### src/rtl/muldiv_pkg.sv
// Shared constants for the iterative multiply/divide unit: op encodings,
// FSM state codes and the default operand width.
package muldiv_pkg;

  localparam int DEFAULT_WIDTH = 32;

  localparam logic [1:0] OP_MULTU = 2'b00;
  localparam logic [1:0] OP_MULT  = 2'b01;
  localparam logic [1:0] OP_DIVU  = 2'b10;
  localparam logic [1:0] OP_DIV   = 2'b11;

  localparam logic [1:0] IDLE   = 2'd0;
  localparam logic [1:0] RUN    = 2'd1;
  localparam logic [1:0] FINISH = 2'd2;

endpackage

### src/rtl/muldiv_sign_fix.sv
// Conditional two's-complement negation, used both to take operand
// magnitudes and to restore the sign of the final results.
module muldiv_sign_fix
  import muldiv_pkg::*;
#(
  parameter int W = DEFAULT_WIDTH
) (
  input  logic         neg,
  input  logic [W-1:0] din,
  output logic [W-1:0] dout
);

  assign dout = neg ? (~din + W'(1)) : din;

endmodule

### src/rtl/muldiv_unit.sv
// Iterative MULT/MULTU/DIV/DIVU unit owning the HI/LO pair: shift-add
// multiply and restoring divide, one bit per cycle on operand magnitudes.
module muldiv_unit
  import muldiv_pkg::*;
#(
  parameter int WIDTH = DEFAULT_WIDTH
) (
  input  logic             clk,
  input  logic             rst_n,
  input  logic             start,
  input  logic [1:0]       op,
  input  logic [WIDTH-1:0] a,
  input  logic [WIDTH-1:0] b,
  output logic             busy,
  output logic             done,
  output logic [WIDTH-1:0] hi,
  output logic [WIDTH-1:0] lo,
  output logic             div_by_zero
);

  localparam int CW = $clog2(WIDTH);
  localparam logic [CW-1:0] LAST = CW'(WIDTH - 1);

  logic [1:0]         state;
  logic [CW-1:0]      cnt;
  logic               is_div_q;
  logic               dz_q;
  logic               q_neg;
  logic               r_neg;
  logic [2*WIDTH-1:0] acc;
  logic [WIDTH-1:0]   mcand;
  logic [WIDTH:0]     rem;
  logic [WIDTH-1:0]   quo;
  logic [WIDTH-1:0]   dsr;

  logic               op_signed;
  logic               op_div;
  logic [WIDTH-1:0]   mag_a;
  logic [WIDTH-1:0]   mag_b;

  logic [WIDTH:0]     mul_sum;
  logic [WIDTH+1:0]   div_shift;
  logic [WIDTH:0]     div_diff;
  logic               div_ok;

  logic [2*WIDTH-1:0] prod_res;
  logic [WIDTH-1:0]   quo_res;
  logic [WIDTH-1:0]   rem_res;

  assign op_signed = (op == OP_MULT) || (op == OP_DIV);
  assign op_div    = (op == OP_DIVU) || (op == OP_DIV);
  assign busy      = (state != IDLE);

  muldiv_sign_fix #(.W(WIDTH)) u_mag_a (
    .neg  (op_signed & a[WIDTH-1]),
    .din  (a),
    .dout (mag_a)
  );

  muldiv_sign_fix #(.W(WIDTH)) u_mag_b (
    .neg  (op_signed & b[WIDTH-1]),
    .din  (b),
    .dout (mag_b)
  );

  // Multiply step: add the multiplicand into the upper half when the current
  // multiplier bit (acc LSB) is set, then shift the whole accumulator right.
  assign mul_sum = {1'b0, acc[2*WIDTH-1:WIDTH]} + (acc[0] ? {1'b0, mcand} : '0);

  // Divide step: shift in the next dividend bit and keep the trial
  // subtraction only if it did not go negative.
  assign div_shift = {rem, quo[WIDTH-1]};
  assign div_ok    = div_shift >= {2'b00, dsr};
  assign div_diff  = div_shift[WIDTH:0] - {1'b0, dsr};

  muldiv_sign_fix #(.W(2*WIDTH)) u_prod_fix (
    .neg  (q_neg),
    .din  (acc),
    .dout (prod_res)
  );

  muldiv_sign_fix #(.W(WIDTH)) u_quo_fix (
    .neg  (q_neg),
    .din  (quo),
    .dout (quo_res)
  );

  muldiv_sign_fix #(.W(WIDTH)) u_rem_fix (
    .neg  (r_neg),
    .din  (rem[WIDTH-1:0]),
    .dout (rem_res)
  );

  always_ff @(posedge clk or negedge rst_n) begin
    if (!rst_n) begin
      state       <= IDLE;
      cnt         <= '0;
      is_div_q    <= 1'b0;
      dz_q        <= 1'b0;
      q_neg       <= 1'b0;
      r_neg       <= 1'b0;
      acc         <= '0;
      mcand       <= '0;
      rem         <= '0;
      quo         <= '0;
      dsr         <= '0;
      done        <= 1'b0;
      hi          <= '0;
      lo          <= '0;
      div_by_zero <= 1'b0;
    end else begin
      done <= 1'b0;
      case (state)
        IDLE: begin
          if (start) begin
            is_div_q <= op_div;
            q_neg    <= op_signed & (a[WIDTH-1] ^ b[WIDTH-1]);
            r_neg    <= op_signed & a[WIDTH-1];
            mcand    <= mag_a;
            acc      <= {{WIDTH{1'b0}}, mag_b};
            quo      <= mag_a;
            dsr      <= mag_b;
            cnt      <= LAST;
            // A zero divisor skips the iterations; parking |a| in the
            // remainder lets the remainder sign fix reproduce a for hi.
            if (op_div && (b == '0)) begin
              dz_q  <= 1'b1;
              rem   <= {1'b0, mag_a};
              state <= FINISH;
            end else begin
              dz_q  <= 1'b0;
              rem   <= '0;
              state <= RUN;
            end
          end
        end
        RUN: begin
          if (is_div_q) begin
            rem <= div_ok ? div_diff : div_shift[WIDTH:0];
            quo <= {quo[WIDTH-2:0], div_ok};
          end else begin
            acc <= {mul_sum, acc[WIDTH-1:1]};
          end
          if (cnt == '0) begin
            state <= FINISH;
          end else begin
            cnt <= cnt - 1'b1;
          end
        end
        FINISH: begin
          if (is_div_q) begin
            hi <= rem_res;
            lo <= dz_q ? '1 : quo_res;
          end else begin
            hi <= prod_res[2*WIDTH-1:WIDTH];
            lo <= prod_res[WIDTH-1:0];
          end
          div_by_zero <= is_div_q & dz_q;
          done        <= 1'b1;
          state       <= IDLE;
        end
        default: state <= IDLE;
      endcase
    end
  end

endmodule

### config.mk
export PLATFORM = sky130hd
export DESIGN_NAME = muldiv_unit
export DESIGN_NICKNAME = d
export VERILOG_FILES = /design/src/rtl/muldiv_pkg.sv /design/src/rtl/muldiv_sign_fix.sv /design/src/rtl/muldiv_unit.sv
export SDC_FILE = /design/constraint.sdc
export NUM_CORES = 1
export LEC_CHECK = 0
export CORE_MARGIN = 4
export CORE_UTILIZATION = 55
export CTS_BUF_LIST = sky130_fd_sc_hd__clkbuf_4 sky130_fd_sc_hd__clkbuf_8
export DETAILED_ROUTE_END_ITERATION = 8
export HOLD_SLACK_MARGIN = 0.03
export PLACE_DENSITY = 0.74
export SLEW_MARGIN = 10
export SYNTH_ARGS = -nofsm -noshare
export SYNTH_HDL_FRONTEND = slang
export SYNTH_SLANG_ARGS = --single-unit
### constraint.sdc
create_clock -name clk -period 9.93 [get_ports clk]
set_input_delay 1.4895 -clock clk [delete_from_list [all_inputs] [get_ports clk]]
set_output_delay 1.4895 -clock clk [all_outputs]
set_load 0.005 [all_outputs]
# --- Word level (Yosys, flattened, before mapping) ---
# Index checks and enable logic that the tools add are counted.
word_totals:
  regBits: 270
  wordCells: 86
classes:
  n_bitwise: 10
  n_eq_ne: 10
  n_reduce_logical: 13
  muxes: 29
  addsub: 8
  magnitude_cmp: 1
op_table:
  columns: ["cell", "count"]
  rows:
  - ["32-bit 2-to-1 mux", 11]
  - ["64-bit 2-to-1 mux", 3]
  - ["32-bit by 1-bit adder with 32-bit output, second input constant", 4]
  - ["32-bit NOT", 4]
  - ["64-bit one-hot mux with 2 select lines", 1]
  - ["33-bit 2-to-1 mux", 3]
  - ["33-bit one-hot mux with 2 select lines", 1]
  - ["64-bit by 1-bit adder with 64-bit output, second input constant", 1]
  - ["64-bit NOT", 1]
  - ["32-bit one-hot mux with 2 select lines", 1]
  - ["34-bit by 32-bit >= comparator with 1-bit output", 1]
  - ["32-bit by 32-bit adder with 33-bit output", 1]
  - ["33-bit by 32-bit subtractor with 33-bit output", 1]
  - ["32-bit zero test", 1]
  - ["5-bit 2-to-1 mux", 2]
  - ["2-bit != test, second input constant", 5]
  - ["5-bit one-hot mux with 2 select lines", 1]
  - ["3-bit AND reduction", 3]
  - ["2-bit == test, second input constant", 3]
  - ["2-bit 2-to-1 mux", 3]
  - ["5-bit zero test", 1]
  - ["5-bit by 1-bit subtractor with 5-bit output, second input constant", 1]
  - ["1-bit bitwise AND", 4]
  - ["2-bit by 1-bit == test with 1-bit output, second input constant", 2]
  - ["other kinds (8)", 12]

# --- Logic depth before layout (Yosys ltp) ---
depth:
  depth_word: 7
  mapped_depth: 16

# --- Hierarchy ---
# A second synthesis with hierarchy kept.
unflattened:
  cells_unflattened: 2349
  hier_area_um2: 19867.8
modules_own_cells:
  columns: ["mod", "area_each_um2", "n_inst", "cells_per_inst"]
  rows:
  - ["muldiv_unit", 15229.6, 1, 1756]
  - ["muldiv_sign_fix at u_mag_a ...", 777.0, 4, 99]
  - ["muldiv_sign_fix at u_prod_fix", 1530.2, 1, 197]

# --- Least setup slack after synthesis ---
# Ideal clock, no wire load.
synth_path:
  path_kind: "input port to flip-flop"
  startpoint: "input port b[5]"
  endpoint: "register rem[15]"
  setup_time_ns: 0.077
  t_arrival_ns: 3.921
  setup_slack_ns: 5.932
  path_buffers: 2
  t_required_ns: 9.853
  path_stages: 11
  path_cell_list: "nor4_1 > and3_1 > nand3_1 > or3b_2 > clkbuf_1 > nor2_1 > nand2_1 > clkbuf_1 > o21ai_0 > o21ai_0 > a21oi_1"
synth_via:
  elab_chain_cells: 5
synth_lines:
  columns: ["element", "line", "source"]
  rows:
  - ["start: declaration", "muldiv_unit.sv:13", "input logic [WIDTH-1:0] b,"]
  - ["32-bit zero test", "muldiv_unit.sv:126", "if (op_div && (b == '0)) begin"]
  - ["1-bit logical AND", "muldiv_unit.sv:126", null]
  - ["32-bit 2-to-1 mux", "muldiv_unit.sv:126", null]
  - ["33-bit 2-to-1 mux", "muldiv_unit.sv:115", "if (start) begin"]
  - ["33-bit one-hot mux with 2 select lines", "muldiv_unit.sv:113", "case (state)"]
  - ["end signal: assignment", "muldiv_unit.sv:128", "rem <= {1'b0, mag_a};"]
  - ["end signal: assignment", "muldiv_unit.sv:139", "rem <= div_ok ? div_diff : div_shift[WIDTH:0];"]
  - ["end: declaration", "muldiv_unit.sv:32", "logic [WIDTH:0] rem;"]
# Every way passes these cells. The select of a mux whose other input is x is not followed.
# A chain may end at the register's enable or synchronous reset.

# --- Worst setup path in the final report ---
layout_path:
  startpoint: "input port b[3]"
  endpoint: "register rem[15]"
# The elaborated chain is that of the path after synthesis.

==> results.sh <==
export IMPL_drtAntennaViolNets=0
export IMPL_synth_top_area_cell="dfrtp_1"
export IMPL_clk_pin_slew_ps=60
export IMPL_grt_pass1_vias=16302
export IMPL_tightest_slew_ps=1350
export IMPL_cts_max_path_buffers=3
export IMPL_post_route_drc_count=0
export IMPL_dr_max_layer_used="met4"
export IMPL_place_hpwl_um=45600
export IMPL_crit_buf_inv=1
export IMPL_path_cells="clkdlybuf4s50_1 > nor4_1 > and3_1 > nand3_1 > or3b_2 > nor2_1 > nand2_1 > o21ai_0 > o21ai_0 > a21oi_1"
export IMPL_slew_limit_headroom_pct=10.2
export IMPL_cts_tree="yes"
export IMPL_dieWidth_um=191
export IMPL_hp_class="flip-flop to flip-flop"
export IMPL_yosysMostFrequentCell="nand2_1"
export IMPL_viasPerCell=6.33
export IMPL_crit_path_max_incr_delay_ps=600
export IMPL_cp_arrival_ps=5240
export IMPL_grt_ovfl_total=0
export IMPL_vias=17440
export IMPL_hold_end="mcand[5]"
export IMPL_slowest_stage="nor4_1"
export IMPL_synth_seq_cells=270
export IMPL_period_share_pct=47.3
export IMPL_postCtsSetupRepairBufs=0
export IMPL_skew_ps=36.6
export IMPL_finalSetupViolations=0
export IMPL_clock_sinks=270
export IMPL_cts_resized=0
export IMPL_cts_inserted_buffers=49
export IMPL_crit_path_start_kind="input pin"
export IMPL_dieArea_um2=36400
export IMPL_die_y_um=191
export IMPL_crit_type="input pin to flip-flop"
export IMPL_syn_area_um2=18400
export IMPL_track_usage_pct=32.9
export IMPL_drt_iter0_drc=1704
export IMPL_hold_viol_final=0
export IMPL_synth_area_leaders="dfrtp_1 37%, o21ai_0 7.5%, xnor2_1 7.2%"
export IMPL_endpoint_kind="flip-flop"
export IMPL_core_area_um2=32700
export IMPL_postCtsHoldBufs=0
export IMPL_synth_ff_type="dfrtp_1"
export IMPL_finalCriticalPeriod_ps=4700
export IMPL_area_growth_pct=14.9
export IMPL_worstRegToRegCells=14
export IMPL_nets=2417
export IMPL_path_max_fanout=16
export IMPL_wl_met2_um=27100
export IMPL_regToRegStartpoint="quo[31]"
export IMPL_cts_htree_levels=2
export IMPL_power_density_nw_per_um2=382
export IMPL_ios=136
export IMPL_min_from="mcand[5]"
export IMPL_rsz0062_at_grt="no"
export IMPL_synth_commonest_cells="285 x nand2_1, 275 x o21ai_0, 270 x dfrtp_1, 151 x nor2_1, 151 x xnor2_1"
export IMPL_port_buffers=135
export IMPL_drive_gt1_share_pct=6.13
export IMPL_fmax_ghz=0.213
export IMPL_synth_fp_nets=2336
export IMPL_grt_pass1_wl_um=93500
export IMPL_wl_met1_um=25400
export IMPL_p_total_w=0.00805
export IMPL_gp_congestion=1.04
export IMPL_antennaDiodeCount=0
export IMPL_netlist_instances=2194
export IMPL_avgSynthCellArea_um2=8.36
export IMPL_first_pass_iters=7
export IMPL_drt_total_wl_um=60500
export IMPL_drv_cap=0
export IMPL_synth_distinct_cells=66
export IMPL_peakVddDrop_mv=0.234
export IMPL_synth_top_cell_area_share_pct=36.8
export IMPL_met3_length_um=5610
export IMPL_drv_slew=0
export IMPL_worst_slack_ps=5230
export IMPL_crit_required_ps=10470
export IMPL_worstHoldPathCells=1
export IMPL_synth_seq_area_share_pct=36.8
export IMPL_root_buffer="clkbuf_8"
export IMPL_setup_tns_final_ps=0
export IMPL_grt_max_degree=100
export IMPL_initial_utilization_pct=56.1
export IMPL_outcome="finished clean"
export IMPL_p_leak_nw=9.02
export IMPL_rr_endpoint="rem[1]"
export IMPL_num_rows=66
export IMPL_synth_edff_count=0
export IMPL_antenna_found_initial=0
export IMPL_post_place_ws_ps=4650
export IMPL_crit_family="simple AND/OR/NAND/NOR gates"
export IMPL_crit_path_frequent_cell="o21ai_0"
export IMPL_r2r_slack_ps=5230
export IMPL_wl_per_cell_um=21.9
export IMPL_ys_warn_count=0
export IMPL_ys_async_sr_fraction_pct=100
export IMPL_insertion_delay_ps=640
[per-layer routing]
metal,up-vias,global-route usage (%)
met1,8415,46.2
met5,-,0
met3,157,6.66
met2,864,50.7
met4,0,11.9
li1,8004,-
[layout by cell type (no fill, tap or decap), types with 35 or more instances in the layout]
cell type        count
o21ai_0            275
a21o_1              54
nor3_1              39
a21oi_1            146
clkbuf_8            62
ha_1                71
xnor2_1            151
xor2_1              82
inv_1               69
nand2_1            283
and2_1              39
o31ai_1             54
dfrtp_1            268
nor2_1             150
o22ai_1             35
clkdlybuf4s50_1    134
[sequential cells by signal, indices dropped and copies added, names as in the netlist]
signal,count
quo,32
r_neg,1
rem,33
state,2
mcand,32
dz_q,1
cnt,5
dsr,32
is_div_q,1
lo,32
div_by_zero,1
done,1
acc,64
hi,32
q_neg,1
[power by group]
group	leakage, nW	internal (W)	switching (W)
clock network	0.604	0.000706	0.000504
logic	5.10	0.00192	0.00262
registers	3.31	0.00160	0.000690
[kinds of logic (layout without fill, tap and decap cells)]
family | Yosys count | count (layout) | share of synthesized area, %
buf+inv | 193 | 314 | 3.95
mux | 30 | 30 | 1.68
simple gates | 674 | 674 | 17.0
compound gates | 721 | 721 | 24.4
flops | 270 | 270 | 36.8
xor+xnor | 233 | 233 | 11.1
fa+ha+maj | 73 | 73 | 5.06
[metrics by stage]
stage	cell area, um2	hold slack (ps)	utilization [%]	std cells
detailed placement	20000	458	61.0	2666
CTS	21100	472	64.5	2757
global route	21100	491	64.5	2757
finish	21100	473	64.5	2757
floorplan	18400	442	-	2194
global placement	20000	452	61.0	2666
[worst register-to-register path: cells and delay by family, from the launching register on]
family	cells	cell delay [ps]
buf+inv	2	220
mux	1	390
fa+ha+maj	2	580
compound gates	9	2950
flops	1	420
[worst max-delay path by stage]
stage | start | endpoint | cells past startpoint
6_report | b[3] | rem[15] | 10
5_1_grt | quo[31] | rem[1] | 14
4_1_cts | b[3] | rem[31] | 10
3_5_place_dp | b[3] | rem[31] | 10
3_3_place_gp | b[3] | rem[28] | 10
2_1_floorplan | b[5] | rem[15] | 11
[cell type report]
| cell class | count | area [um2] |
|---|---|---|
| Sequential cell | 270 | 6760 |
| Timing Repair Buffer | 154 | 1500 |
| Multi-Input combinational cell | 1731 | 10900 |
| Clock inverter | 12 | 145 |
| Fill cell | 2872 | 11600 |
| Tap cell | 442 | 553 |
| Clock buffer | 79 | 981 |
| Inverter | 69 | 259 |
No activity file was read; power rests on OpenSTA's default activity.
